$ cat src/rtl/dec8b10b_sync_ctrl.sv
// Word-sync controller for an 8B/10B decoder: acquires lock on K28.5 commas and forwards symbols only while synced.
// Latency: 1 cycle from an accepted symbol to out_valid and state views. Backpressure: none, since decoder results are consumed every cycle.
// Optional DEC8B10B_SYNC_STATS_EN adds saturating code/RD error counters.
module dec8b10b_sync_ctrl #(
    parameter int unsigned COMMA_CNT  = 3,
    parameter int unsigned ERR_LIMIT  = 4,
    parameter int unsigned GOOD_CNT   = 4,
    parameter logic [7:0]  COMMA_CODE = 8'hBC
) (
    input  logic       clk,
    input  logic       rst_n,
    input  logic       ctrl_en,
    output logic       dec_enable,
    output logic       dec_rd_init,
    input  logic       dec_valid,
    input  logic [7:0] dec_data,
    input  logic       dec_k_char,
    input  logic       dec_code_err,
    input  logic       dec_rd_err,
    output logic       out_valid,
    output logic [7:0] out_data,
    output logic       out_k,
    output logic       sync_ok,
    output logic [2:0] err_level,
    output logic [7:0] lost_cnt
`ifdef DEC8B10B_SYNC_STATS_EN
    ,
    output logic [15:0] code_err_cnt,
    output logic [15:0] rd_err_cnt
`endif
);

    typedef enum logic [1:0] {LOS, COMMA_DET, SYNCED} state_t;

    state_t     state, state_nxt;
    logic [7:0] comma_cnt, comma_cnt_nxt;
    logic [7:0] good_run, good_run_nxt;
    logic [2:0] err_level_nxt;
    logic [7:0] lost_cnt_nxt;
    logic       fwd, to_los, rd_init_nxt;
    logic [3:0] err_inc;

    wire accept = dec_valid & dec_enable;
    wire bad    = dec_code_err | dec_rd_err;
    wire comma  = !bad & dec_k_char & (dec_data == COMMA_CODE);

    assign err_inc = {1'b0, err_level} + 4'd1;

    always_comb begin
        state_nxt     = state;
        comma_cnt_nxt = comma_cnt;
        good_run_nxt  = good_run;
        err_level_nxt = err_level;
        lost_cnt_nxt  = lost_cnt;
        fwd           = 1'b0;
        to_los        = 1'b0;
        if (!ctrl_en) begin
            state_nxt     = LOS;
            comma_cnt_nxt = 8'd0;
            good_run_nxt  = 8'd0;
            err_level_nxt = 3'd0;
        end else if (accept) begin
            case (state)
                LOS: begin
                    if (comma) begin
                        if (COMMA_CNT == 1) begin
                            state_nxt     = SYNCED;
                            err_level_nxt = 3'd0;
                            good_run_nxt  = 8'd0;
                        end else begin
                            state_nxt     = COMMA_DET;
                            comma_cnt_nxt = 8'd1;
                        end
                    end
                end
                COMMA_DET: begin
                    if (bad) begin
                        to_los = 1'b1;
                    end else if (comma) begin
                        if (comma_cnt + 8'd1 == 8'(COMMA_CNT)) begin
                            state_nxt     = SYNCED;
                            comma_cnt_nxt = 8'd0;
                            err_level_nxt = 3'd0;
                            good_run_nxt  = 8'd0;
                        end else begin
                            comma_cnt_nxt = comma_cnt + 8'd1;
                        end
                    end
                end
                SYNCED: begin
                    if (bad) begin
                        if (err_inc == 4'(ERR_LIMIT)) begin
                            to_los = 1'b1;
                            if (lost_cnt != 8'hFF) lost_cnt_nxt = lost_cnt + 8'd1;
                        end else begin
                            err_level_nxt = err_inc[2:0];
                            good_run_nxt  = 8'd0;
                            fwd           = 1'b1;
                        end
                    end else begin
                        fwd = 1'b1;
                        if (good_run + 8'd1 == 8'(GOOD_CNT)) begin
                            good_run_nxt = 8'd0;
                            if (err_level != 3'd0) err_level_nxt = err_level - 3'd1;
                        end else begin
                            good_run_nxt = good_run + 8'd1;
                        end
                    end
                end
                default: state_nxt = LOS;
            endcase
            if (to_los) begin
                state_nxt     = LOS;
                comma_cnt_nxt = 8'd0;
                good_run_nxt  = 8'd0;
                err_level_nxt = 3'd0;
            end
        end
        // Re-init RD on enable rising edge, and after losing lock while still enabled.
        rd_init_nxt = ctrl_en & (!dec_enable | to_los);
    end

    always_ff @(posedge clk or negedge rst_n) begin
        if (!rst_n) begin
            state       <= LOS;
            comma_cnt   <= 8'd0;
            good_run    <= 8'd0;
            err_level   <= 3'd0;
            lost_cnt    <= 8'd0;
            dec_enable  <= 1'b0;
            dec_rd_init <= 1'b0;
            out_valid   <= 1'b0;
            out_data    <= 8'd0;
            out_k       <= 1'b0;
            sync_ok     <= 1'b0;
        end else begin
            state       <= state_nxt;
            comma_cnt   <= comma_cnt_nxt;
            good_run    <= good_run_nxt;
            err_level   <= err_level_nxt;
            lost_cnt    <= lost_cnt_nxt;
            dec_enable  <= ctrl_en;
            dec_rd_init <= rd_init_nxt;
            out_valid   <= fwd;
            sync_ok     <= (state_nxt == SYNCED);
            if (fwd) begin
                out_data <= dec_data;
                out_k    <= dec_k_char;
            end
        end
    end

`ifdef DEC8B10B_SYNC_STATS_EN
    always_ff @(posedge clk or negedge rst_n) begin
        if (!rst_n) begin
            code_err_cnt <= 16'd0;
            rd_err_cnt   <= 16'd0;
        end else if (accept) begin
            if (dec_code_err && code_err_cnt != 16'hFFFF) code_err_cnt <= code_err_cnt + 16'd1;
            if (dec_rd_err && rd_err_cnt != 16'hFFFF) rd_err_cnt <= rd_err_cnt + 16'd1;
        end
    end
`endif

endmodule

$ cat config.mk
export PLATFORM = sky130hd
export DESIGN_NAME = dec8b10b_sync_ctrl
export DESIGN_NICKNAME = d
export VERILOG_FILES = /design/src/rtl/dec8b10b_sync_ctrl.sv
export SDC_FILE = /design/constraint.sdc
export NUM_CORES = 1
export LEC_CHECK = 0
export ABC_CLOCK_PERIOD_IN_PS = 2500
export BUFFER_PORTS_ARGS = -buffer_cell sky130_fd_sc_hd__buf_2
export CORE_AREA = 5 5 97 63
export DETAILED_ROUTE_END_ITERATION = 12
export DIE_AREA = 0 0 102 68
export PLACE_DENSITY_LB_ADDON = 0.1
export SYNTH_ARGS = -nofsm -noshare
export SYNTH_HDL_FRONTEND = slang
export SYNTH_SLANG_ARGS = --single-unit
$ cat constraint.sdc
create_clock -name clk -period 2.5 [get_ports clk]
set_input_delay 0.75 -clock clk [delete_from_list [all_inputs] [get_ports clk]]
set_output_delay 0.75 -clock clk [all_outputs]
set_load 0.01 [all_outputs]
Word-level counts from Yosys, hierarchy flattened
Cells that the tools add are included.
W data, S select, Z words.
{"block": "totals", "reg_bits": 42, "inputBits": 15, "out_inout_bits": 24, "elab_cells": 98}
{"block": "classes", "add_sub_neg": 5, "eq_ne": 18, "muxes": 50, "bitwise_logic": 6, "n_reduce_logical": 8}
{"op": "$mux W8", "count": 16}
{"op": "$pmux W8 S2", "count": 2}
{"op": "$mux W3", "count": 10}
{"op": "$add A8 B1 Y8 const B", "count": 3}
{"op": "$ne A4 B4 Y1 const B", "count": 4}
{"op": "$ne A5 B5 Y1 const B", "count": 3}
{"op": "$mux W2", "count": 7}
{"op": "$mux W1", "count": 12}
{"op": "$reduce_and A6 Y1", "count": 2}
{"op": "$eq A8 B2 Y1 const B", "count": 1}
{"op": "$eq A8 B3 Y1 const B", "count": 1}
{"op": "$eq A8 B8 Y1 const B", "count": 1}
{"op": "$ne A4 B1 Y1 const B", "count": 2}
{"op": "$ne A8 B8 Y1 const B", "count": 1}
{"op": "$reduce_and A8 Y1", "count": 1}
{"op": "$pmux W2 S3", "count": 1}
{"op": "$pmux W3 S2", "count": 1}
{"op": "$reduce_and A5 Y1", "count": 1}
{"op": "$add A3 B1 Y4 const B", "count": 1}
{"op": "$and A1 B1 Y1", "count": 4}
{"op": "$eq A2 B2 Y1 const B", "count": 2}
{"op": "$eq A4 B3 Y1 const B", "count": 1}
{"op": "$reduce_bool A3 Y1", "count": 1}
{"op": "$sub A3 B1 Y3 const B", "count": 1}
{"op": "6 further kinds", "count": 8}

Logic depth before layout (Yosys ltp)
Gate-level depths: netlist of run 1.
{"block": "logic_depth", "word_depth": 11, "mapped_depth": 10, "mapped_depth_nobuf": 8}

Worst setup path before layout of run 1
Ideal clock, no wire load.
{"block": "synth_path", "kind": "input port to flip-flop", "from": "in dec_data[1]", "to": "reg err_level[0]", "setup_ns": 0.125, "t_arrival_ns": 2.320, "required_ns": 2.375, "setup_slack_ns": 0.055, "path_stages": 7, "path_buffers": 1, "path_cell_list": "or3b_1 -> nor4_4 -> and3_1 -> a22oi_2 -> buf_2 -> a21oi_2 -> mux2_2"}
{"block": "synth_via", "elab_chain_len": 4}
{"element": "from (decl)", "line": "16", "rtl": "input logic [7:0] dec_data,"}
{"element": "$eq A8 B8 Y1", "line": "45", "rtl": "wire comma = !bad & dec_k_char & (dec_data == COMMA_CODE);"}
{"element": "$and A1 B1 Y1", "line": "45"}
{"element": "$ne A4 B4 Y1 (no source line)"}
{"element": "$reduce_and A8 Y1 (no source line)"}
{"element": "to (signal assigned)", "line": "140", "rtl": "err_level <= err_level_nxt;"}
{"element": "to (decl)", "line": "24", "rtl": "output logic [2:0] err_level,"}
No other way between the ends.
A chain may end at the register's enable or synchronous reset.

Final worst setup path of run 1
{"block": "layout_path", "from": "reg state[1]", "to": "reg comma_cnt[7]"}
{"block": "layout_via", "elab_chain_len": 7, "word_cells_on_any_way": 15, "cone_classes": "6 x eq/ne; 7 x mux; 2 x reduce/logical"}
{"element": "from (decl)", "line": "35", "rtl": "state_t state, state_nxt;"}
{"element": "from (signal assigned)", "line": "137", "rtl": "state <= state_nxt;"}
{"element": "branches (longest 7 deep; another with $reduce_and A5 Y1)"}
{"element": "to (signal assigned)", "line": "138", "rtl": "comma_cnt <= comma_cnt_nxt;"}
{"element": "to (decl)", "line": "36", "rtl": "logic [7:0] comma_cnt, comma_cnt_nxt;"}
Parallel ways; which one is timed is not known. The select of a mux whose other input is x is not followed.

==> metrics.txt, run 1 <==
R2R depth 8; maximum vdd drop roughly 0.00029 V; Crit. End Element flop; vias about 2100; Fin. Hold Viols 0; CP required 2710 ps; final period utilization 92.4%; Synth Area in XOR/XNOR between 3 and 4%; largest family of logic cells by synthesized area simple AND/OR/NAND/NOR gates; Setup Skew between 9 and 10 ps; CP top delay family compound AO/OA/AOI/OAI gates; Die Area 0.00694 mm²; worst-margin pin slew between 600 and 700 ps; vias in the first global route ~1900; die width roughly 100 µm; status completed; # DRC 0; area grow syn2layout 19.5%; # H-tree levels 2; kind of critical path flop to flop; initial antenna violation count 0; slew margin rel. around 54%; FILL cells 470; first-pass GRT wire length between 9000 and 10000 µm; drt first pass iters 4; TritonCTS clock tree built; sequential area share after synthesis 42.3%; Ant. Diodes 0; CTS root buffer clkbuf_8; Levels on crit path 8; placement row count 21; Max-Cap Viols 0; Worst-Skew Late Latency about 300 ps; Critical Path AT between 2000 and 3000 ps; I/O Buffers 38; final setup violation count 0; HPWL Detailed 4330 µm; DR iter-0 viols 133; Antenna Nets Post-Route 0; Crit path buffers/inverters 1; Die H around 68 µm; Initial Util a little under half; Power, Total 1.24 mW; Crit path top cell by count or2_1; routability cong. 0.870; P_leak ~1.5 nW; adder-cell share of the synthesized area 6.55%; mean area per synthesized cell just over 10 µm²; CP Launch Type flop; Final Critical Period approximately 2300 ps; WL final ~5700 µm; Post-synth ARST share 100%; total gr overflow 0; Slew Viols, Final 0; Core ar. approximately 0.0052 mm²; crit-path cells inv_1, ha_1, o21a_1, nand3_1, or2_1, a221o_1, or2_1, o311ai_2; Max Fclk approximately 430 MHz; #FFs+latches synth 42; area of the mapped netlist around 0.0025 mm²; WL/cell 15.2 µm; YS warnings 0; NumNets Final between 300 and 400; Power Density 416 mW/mm²; mux cell area share after synthesis under 10%; crit-path max FO 6; number of buffers created by CTS 5; Post-synth EDFFs 0; unrepaired setup endpoints after global routing true; Worst R2R Setup Slack between 150 and 200 ps; reg2reg start state[1]$_DFF_PN0_; Sink Count between 40 and 50; # IOs 39; Via-to-Cell Ratio ~5.6; final cell count without fillers 374; CTS max path bufs 2; Mapped Cells about 250; ys flop type dfrtp_1; largest net degree at the start of global routing 32; Net Count, Synth between 200 and 300; hold_buf cts 0; GRT Util Overall between 10% and 20%; Synth Area in Compound Gates 17.5%; RR Endpoint comma_cnt[7]$_DFFE_PN0P_; Cell variety after synth 57; min-delay worst type input pin to async pin; dpl cells ~370; Slowest cell on crit path dfrtp_1; layout cell share with drive strength beyond 1 a little under a third; max incr delay on CP approximately 400 ps; Post-Synth Simple-Gate Area 19.9%; CTS clock-pin slew for the worst setup and hold paths 80 ps
cell usage after synthesis (3+ instances only):
master | instances | area [µm²]
a21boi_0 | 3 | 22.5
ha_1 | 13 | 163
o41ai_1 | 3 | 26.3
nand2b_1 | 3 | 18.8
nor2_1 | 15 | 56.3
and3_1 | 5 | 31.3
clkbuf_1 | 3 | 11.3
nand4_1 | 4 | 25.0
buf_2 | 4 | 20.0
nand2_1 | 19 | 71.3
nor3_1 | 4 | 20.0
mux2_2 | 13 | 146
dfrtp_1 | 42 | 1050
a21oi_1 | 5 | 25.0
xnor2_1 | 6 | 52.6
o21a_1 | 3 | 22.5
xor2_1 | 5 | 43.8
nand3_1 | 16 | 80.1
inv_1 | 11 | 41.3
o31ai_1 | 6 | 45.0
and2_1 | 3 | 18.8
o21ai_0 | 18 | 90.1
cells in the final DEF, fill, tap and decap left out, drive strengths merged, types with 5 or more instances in the layout:
cell type / count
buf: 58
dfrtp: 42
nand2: 19
o21ai: 18
nand3: 16
nor2: 15
mux2: 13
ha: 13
inv: 11
a21oi: 7
xnor2: 6
o31ai: 6
clkbuf: 6
and3: 5
xor2: 5
per-layer routing:
metal	track usage, %	routed length, µm	up-vias
li1	-	-	1022
met1	28.6	3050	974
met2	23.7	2200	79
met3	3.67	379	5
met4	5.73	49	0
met5	0	0	-
logic make-up after synthesis:
family	after synthesis
simple gates	88
compound gates	59
flops	42
buf+inv	19
mux	15
fa+ha+maj	13
xor+xnor	11
how the worst max path moves through the flow:
stage / endpoint / start
after global routing: sync_ok$_DFF_PN0_ / state[1]$_DFF_PN0_
after floorplan: err_level[0]$_DFFE_PN0P_ / dec_data[1]
after global placement: comma_cnt[7]$_DFFE_PN0P_ / dec_data[1]
after detailed placement: comma_cnt[7]$_DFFE_PN0P_ / dec_data[1]
after CTS: comma_cnt[7]$_DFFE_PN0P_ / state[1]$_DFF_PN0_
final: comma_cnt[7]$_DFFE_PN0P_ / state[1]$_DFF_PN0_
registers in the layout (all words and copies together), names as in the netlist:
signal	cells
dec_rd_init	1
out_data	8
good_run	8
state	2
dec_enable	1
err_level	3
lost_cnt	8
out_valid	1
out_k	1
comma_cnt	8
sync_ok	1
where the power goes:
part	switching, mW	internal (mW)
logic	0.0563	0.0415
clock network	0.245	0.197
registers	0.00590	0.690
area by class of cell:
class                   instances  area (µm²)  share of cell area (%)
clock inverters                 2        13.8                   0.464
multi-input cells             186        1360                    45.9
clock buffers                   6        72.6                    2.44
well taps                      69        86.3                    2.91
repair buffers                 58         340                    11.5
flip-flops and latches         42        1050                    35.4
inverters                      11        41.3                    1.39
worst reg2reg max path, stage by stage, from the launching register on:
cell and delay [ps]:
dfrtp_1 400, inv_1 90, ha_1 320, o21a_1 170, nand3_1 100, or2_1 260
a221o_1 320, or2_1 310, o311ai_2 270
repair_timing:
item,CTS,global route
setup endpoints to repair,0,5
hold endpoints to repair,0,0
buffers inserted,0,0
gates resized for setup,0,3
per-stage QoR:
step	TNS, ps	setup slack [ps]	hold WS [ps]	cell area [µm²]	util [%]
after global placement	-22.0	-22.0	479	2870	55.0
after CTS	0	158	488	2960	56.6
after floorplan	0	55.1	446	2480	-
after global routing	-8.76	-8.76	496	2970	56.8
after detailed placement	-493	-113	471	2870	55.0
final	0	190	489	2970	56.8
(Power assumes the default switching activity.)
==> run 2: changes to the inputs <==
BUFFER_PORTS_ARGS = -buffer_cell sky130_fd_sc_hd__clkbuf_2   (was -buffer_cell sky130_fd_sc_hd__buf_2)
==> metrics.txt, run 2 (synthesis gave the netlist of run 1 again) <==
Worst-Skew Late Latency 290 ps; total gr overflow 0; vias in the first global route approximately 1900; P_leak approximately 1.4 nW; I/O Buffers 38; first-pass GRT wire length 9470 µm; reg2reg start state[1]$_DFF_PN0_; CTS max path bufs 2; worst-margin pin slew between 500 and 600 ps; WL final about 5500 µm; Fin. Hold Viols 0; initial antenna violation count 0; busiest grt layer met1; Initial Util 47.5%; WL/cell ~15 µm; slew margin rel. between 60 and 70%; CTS root buffer clkbuf_8; CP Launch Type flop; Setup Skew 7.09 ps; commonest cells after routing, fill and taps aside dfrtp_1, clkbuf_2, nand2_1; commonest non-fill, non-tap cell in the layout dfrtp_1; placed inst area between 0.002 and 0.003 mm²; hold_sp lost_cnt[5]$_DFFE_PN0P_; Ant. Diodes 0; die width about 100 µm; RR Endpoint comma_cnt[7]$_DFFE_PN0P_; met1 GRT Util a little over a quarter; # IOs 39; dpl cells 364; R2R depth 8; unrepaired setup endpoints after global routing false; DR iter-0 viols 99; met2 usage approximately 25%; Core ar. 0.00523 mm²; final setup violation count 0; NumNets Final 330; WHS Path Cells 1; placement row count 21; final instance area between 0.002 and 0.003 mm²; GRT Util Overall approximately 18%; min-delay worst type flop to flop; Antenna Nets Post-Route 0; status completed; Final Critical Period around 2300 ps; kind of critical path flop to flop; final period utilization between 90% and 100%; routability cong. approximately 0.84; vias roughly 2100; HPWL Detailed 4180 µm; area grow syn2layout 18.6%; drt first pass iters 4; final cell count without fillers between 300 and 400; crit-path max FO 6; Via-to-Cell Ratio 5.52; Power Density 414 mW/mm²; Crit. End Element flop; Slew Viols, Final 0; Die Area 0.00694 mm²; met3 GRT Util 3.77%; TritonCTS clock tree built; maximum vdd drop roughly 0.00024 V; Die H between 60 and 70 µm; Sink Count 42; number of buffers created by CTS 5; Max Fclk ~430 MHz; Critical Path AT about 2500 ps; Min Hold Slack 493 ps; final core occ 56.4%; Hold Path Sink lost_cnt[5]$_DFFE_PN0P_; CTS clock-pin slew for the worst setup and hold paths 80 ps; Worst R2R Setup Slack about 160 ps; layout cell share with drive strength beyond 1 between 20% and 30%; largest net degree at the start of global routing 43; # DRC 0; CP required 2700 ps; Max-Cap Viols 0; hold_buf cts 0; # H-tree levels 2; Power, Total ~1.2 mW
==> run 2: through the flow <==
stage	setup slack [ps]	setup TNS (ps)
final	157	0
after global routing	2.31	0
after CTS	117	0
after detailed placement	-83.6	-252
after global placement	-9.95	-9.95
after floorplan	55.1	0
==> run 2: worst max-delay path by stage <==
stage	startpoint	end
after global placement	dec_data[1]	comma_cnt[7]$_DFFE_PN0P_
after floorplan	dec_data[1]	err_level[0]$_DFFE_PN0P_
after global routing	state[1]$_DFF_PN0_	comma_cnt[3]$_DFFE_PN0P_
after detailed placement	dec_data[1]	comma_cnt[3]$_DFFE_PN0P_
final	state[1]$_DFF_PN0_	comma_cnt[7]$_DFFE_PN0P_
after CTS	state[1]$_DFF_PN0_	comma_cnt[7]$_DFFE_PN0P_
==> run 2: cell type report <==
type,count,area [µm²]
clock buffers,6,72.6
clock inverters,2,13.8
fillers,483,2280
inverters,11,41.3
multi-input cells,186,1360
flip-flops and latches,42,1050
well taps,69,86.3
repair buffers,56,325
==> run 2: timing repair <==
item,CTS,global route
endpoints found under the setup margin,0,5
setup buffers,0,0
gates resized for setup,0,3
==> run 2: report_power, final <==
group | switching (mW) | internal [mW] | total, mW
combinational | 0.0562 | 0.0392 | 0.0954
sequential | 0.00645 | 0.690 | 0.697
clock | 0.232 | 0.197 | 0.429
total | 0.294 | 0.927 | 1.22
==> run 2: critical path, stage by stage, from the launching register on <==
cell and delay [ps]:
dfrtp_1 400, inv_1 80, ha_1 320, o21a_1 180
nand3_1 100, or2_1 270, a221o_1 320, or2_1 310
o311ai_2 270
==> run 2: layer usage <==
layer,vias to the layer above,share of wire [%]
met4,0,0.56
met2,62,39
li1,1023,-
met3,2,7.8
met1,967,52
met5,-,0
==> run 3: changes to the inputs <==
PLACE_DENSITY = 0.73   (was default)
PLACE_DENSITY_LB_ADDON = default   (was 0.1)
==> metrics.txt, run 3 (synthesis gave the netlist of run 1 again) <==
status completed; Via-to-Cell Ratio 5.41; WL final ~5500 µm; Die H around 68 µm; DR iter-0 viols between 90 and 100; final period utilization between 90% and 100%; GRT Util Overall between 10% and 20%; first-pass GRT wire length 9180 µm; Worst Setup EP comma_cnt[7]$_DFFE_PN0P_; crit-path max FO 6; number of buffers created by CTS 5; CTS clock-pin slew for the worst setup and hold paths ~80 ps; total gr overflow 0; dpl cells between 300 and 400; CTS root buffer clkbuf_8; Core ar. between 0.005 and 0.006 mm²; RR Endpoint comma_cnt[7]$_DFFE_PN0P_; final cell count without fillers 373; final setup violation count 0; Antenna Nets Post-Route 0; # H-tree levels 2; die width between 100 and 150 µm; Setup Skew about 5.9 ps; Die Area ~0.0069 mm²; layout cell share with drive strength beyond 1 between 20% and 30%; TritonCTS clock tree built; slew margin rel. 57.2%; WL/cell 14.7 µm; HPWL Detailed 4300 µm; min-delay worst type input pin to async pin; drt first pass iters 5; I/O Buffers 38; vias 2019; commonest cells after routing, fill and taps aside dfrtp_1, clkbuf_2, nand2_1, buf_4, o21ai_0; worst-margin pin slew about 640 ps; Final Critical Period ~2400 ps; CP Launch Type flop; # DRC 0; vias in the first global route approximately 1900; R2R depth 8; reg2reg start state[1]$_DFF_PN0_; Max-Cap Viols 0; Crit. End Element flop; Max Fclk between 400 and 500 MHz; Ant. Diodes 0; Worst R2R Setup Slack about 110 ps; kind of critical path flop to flop; crit path from state[1]$_DFF_PN0_; Fin. Hold Viols 0; Slew Viols, Final 0; area grow syn2layout 20.3%; Initial Util between 40% and 50%; P_leak 1.44 nW; # IOs 39; hold_buf cts 0; placement row count 21; CTS max path bufs 2; Sink Count 42; NumNets Final 331; initial antenna violation count 0; Power Density approximately 440 mW/mm²; Min Hold Slack approximately 470 ps; commonest non-fill, non-tap cell in the layout dfrtp_1; Worst-Skew Late Latency slightly below 300 ps; Critical Path AT 2590 ps; CP required 2700 ps; maximum vdd drop 0.000257 V; routability cong. between 0.8 and 0.9; largest net degree at the start of global routing 27
==> run 3: cell types whose count changed in the layout (fill, tap and decap cells not counted) <==
cell | previous run | this run
a2111oi_0 | 0 | 1
a2111oi_1 | 1 | 0
buf_4 | 18 | 19
bufinv_16 | 0 | 1
clkinv_2 | 1 | 0
clkinv_4 | 1 | 0
clkinvlp_4 | 0 | 1
ha_1 | 13 | 12
ha_2 | 0 | 1
nor4b_2 | 1 | 0
nor4b_4 | 0 | 1
o21ai_0 | 17 | 18
o21ai_1 | 1 | 0
==> run 3: power by group <==
part           switching [mW]  leakage (nW)  internal (mW)
Sequential             0.0101         0.574          0.690
Combinational          0.0518         0.819         0.0374
Clock                   0.229        0.0514          0.298
==> run 3: stage by stage <==
stage	power (mW)	cell area, µm²	setup WS [ps]	TNS, ps	util (%)
after floorplan	0.752	2480	55.1	0	-
after global placement	0.803	2850	-0.0475	-0.0475	54.5
after detailed placement	0.805	2850	-109	-275	54.5
after CTS	1.34	2960	46.0	0	56.6
after global routing	1.38	2990	-21.4	-21.4	57.1
final	1.32	2990	107	0	57.1
==> run 3: area by class of cell <==
| class | count | area (µm²) |
|---|---|---|
| Inverter | 11 | 41.3 |
| Clock buffer | 6 | 72.6 |
| Tap cell | 69 | 86.3 |
| Fill cell | 457 | 2240 |
| Timing Repair Buffer | 57 | 333 |
| Multi-Input combinational cell | 186 | 1370 |
| Sequential cell | 42 | 1050 |
| Clock inverter | 2 | 37.5 |
==> run 3: how the worst min path moves through the flow <==
stage / start / cells past startpoint / slack (ps) / to
after floorplan: rst_n / 0 / 450 / comma_cnt[0]$_DFFE_PN0P_
after global placement: lost_cnt[5]$_DFFE_PN0P_ / 1 / 480 / lost_cnt[5]$_DFFE_PN0P_
after detailed placement: lost_cnt[5]$_DFFE_PN0P_ / 1 / 480 / lost_cnt[5]$_DFFE_PN0P_
after CTS: rst_n / 1 / 490 / out_data[3]$_DFFE_PN0P_
after global routing: lost_cnt[5]$_DFFE_PN0P_ / 1 / 500 / lost_cnt[5]$_DFFE_PN0P_
final: rst_n / 1 / 470 / out_data[3]$_DFFE_PN0P_
==> run 3: repair_timing <==
| item | in CTS | in global routing |
|---|---|---|
| buffers inserted | 0 | 2 |
| endpoints found under the setup margin | 0 | 6 |
| gates resized for setup | 0 | 3 |
==> run 3: layer usage <==
layer	global-route usage [%]	wire (µm)	part of all wire, %
met5	0	0	0
met4	4.42	45	0.82
met3	3.97	303	5.5
met2	24.8	2240	41
met1	25.4	2890	53
==> run 3: critical path, stage by stage (launching register included) <==
cell,delay (ps)
dfrtp_1,400
inv_1,90
ha_1,320
o21a_1,220
nand3_1,110
or2_1,240
a221o_1,320
or2_1,310
o311ai_2,280
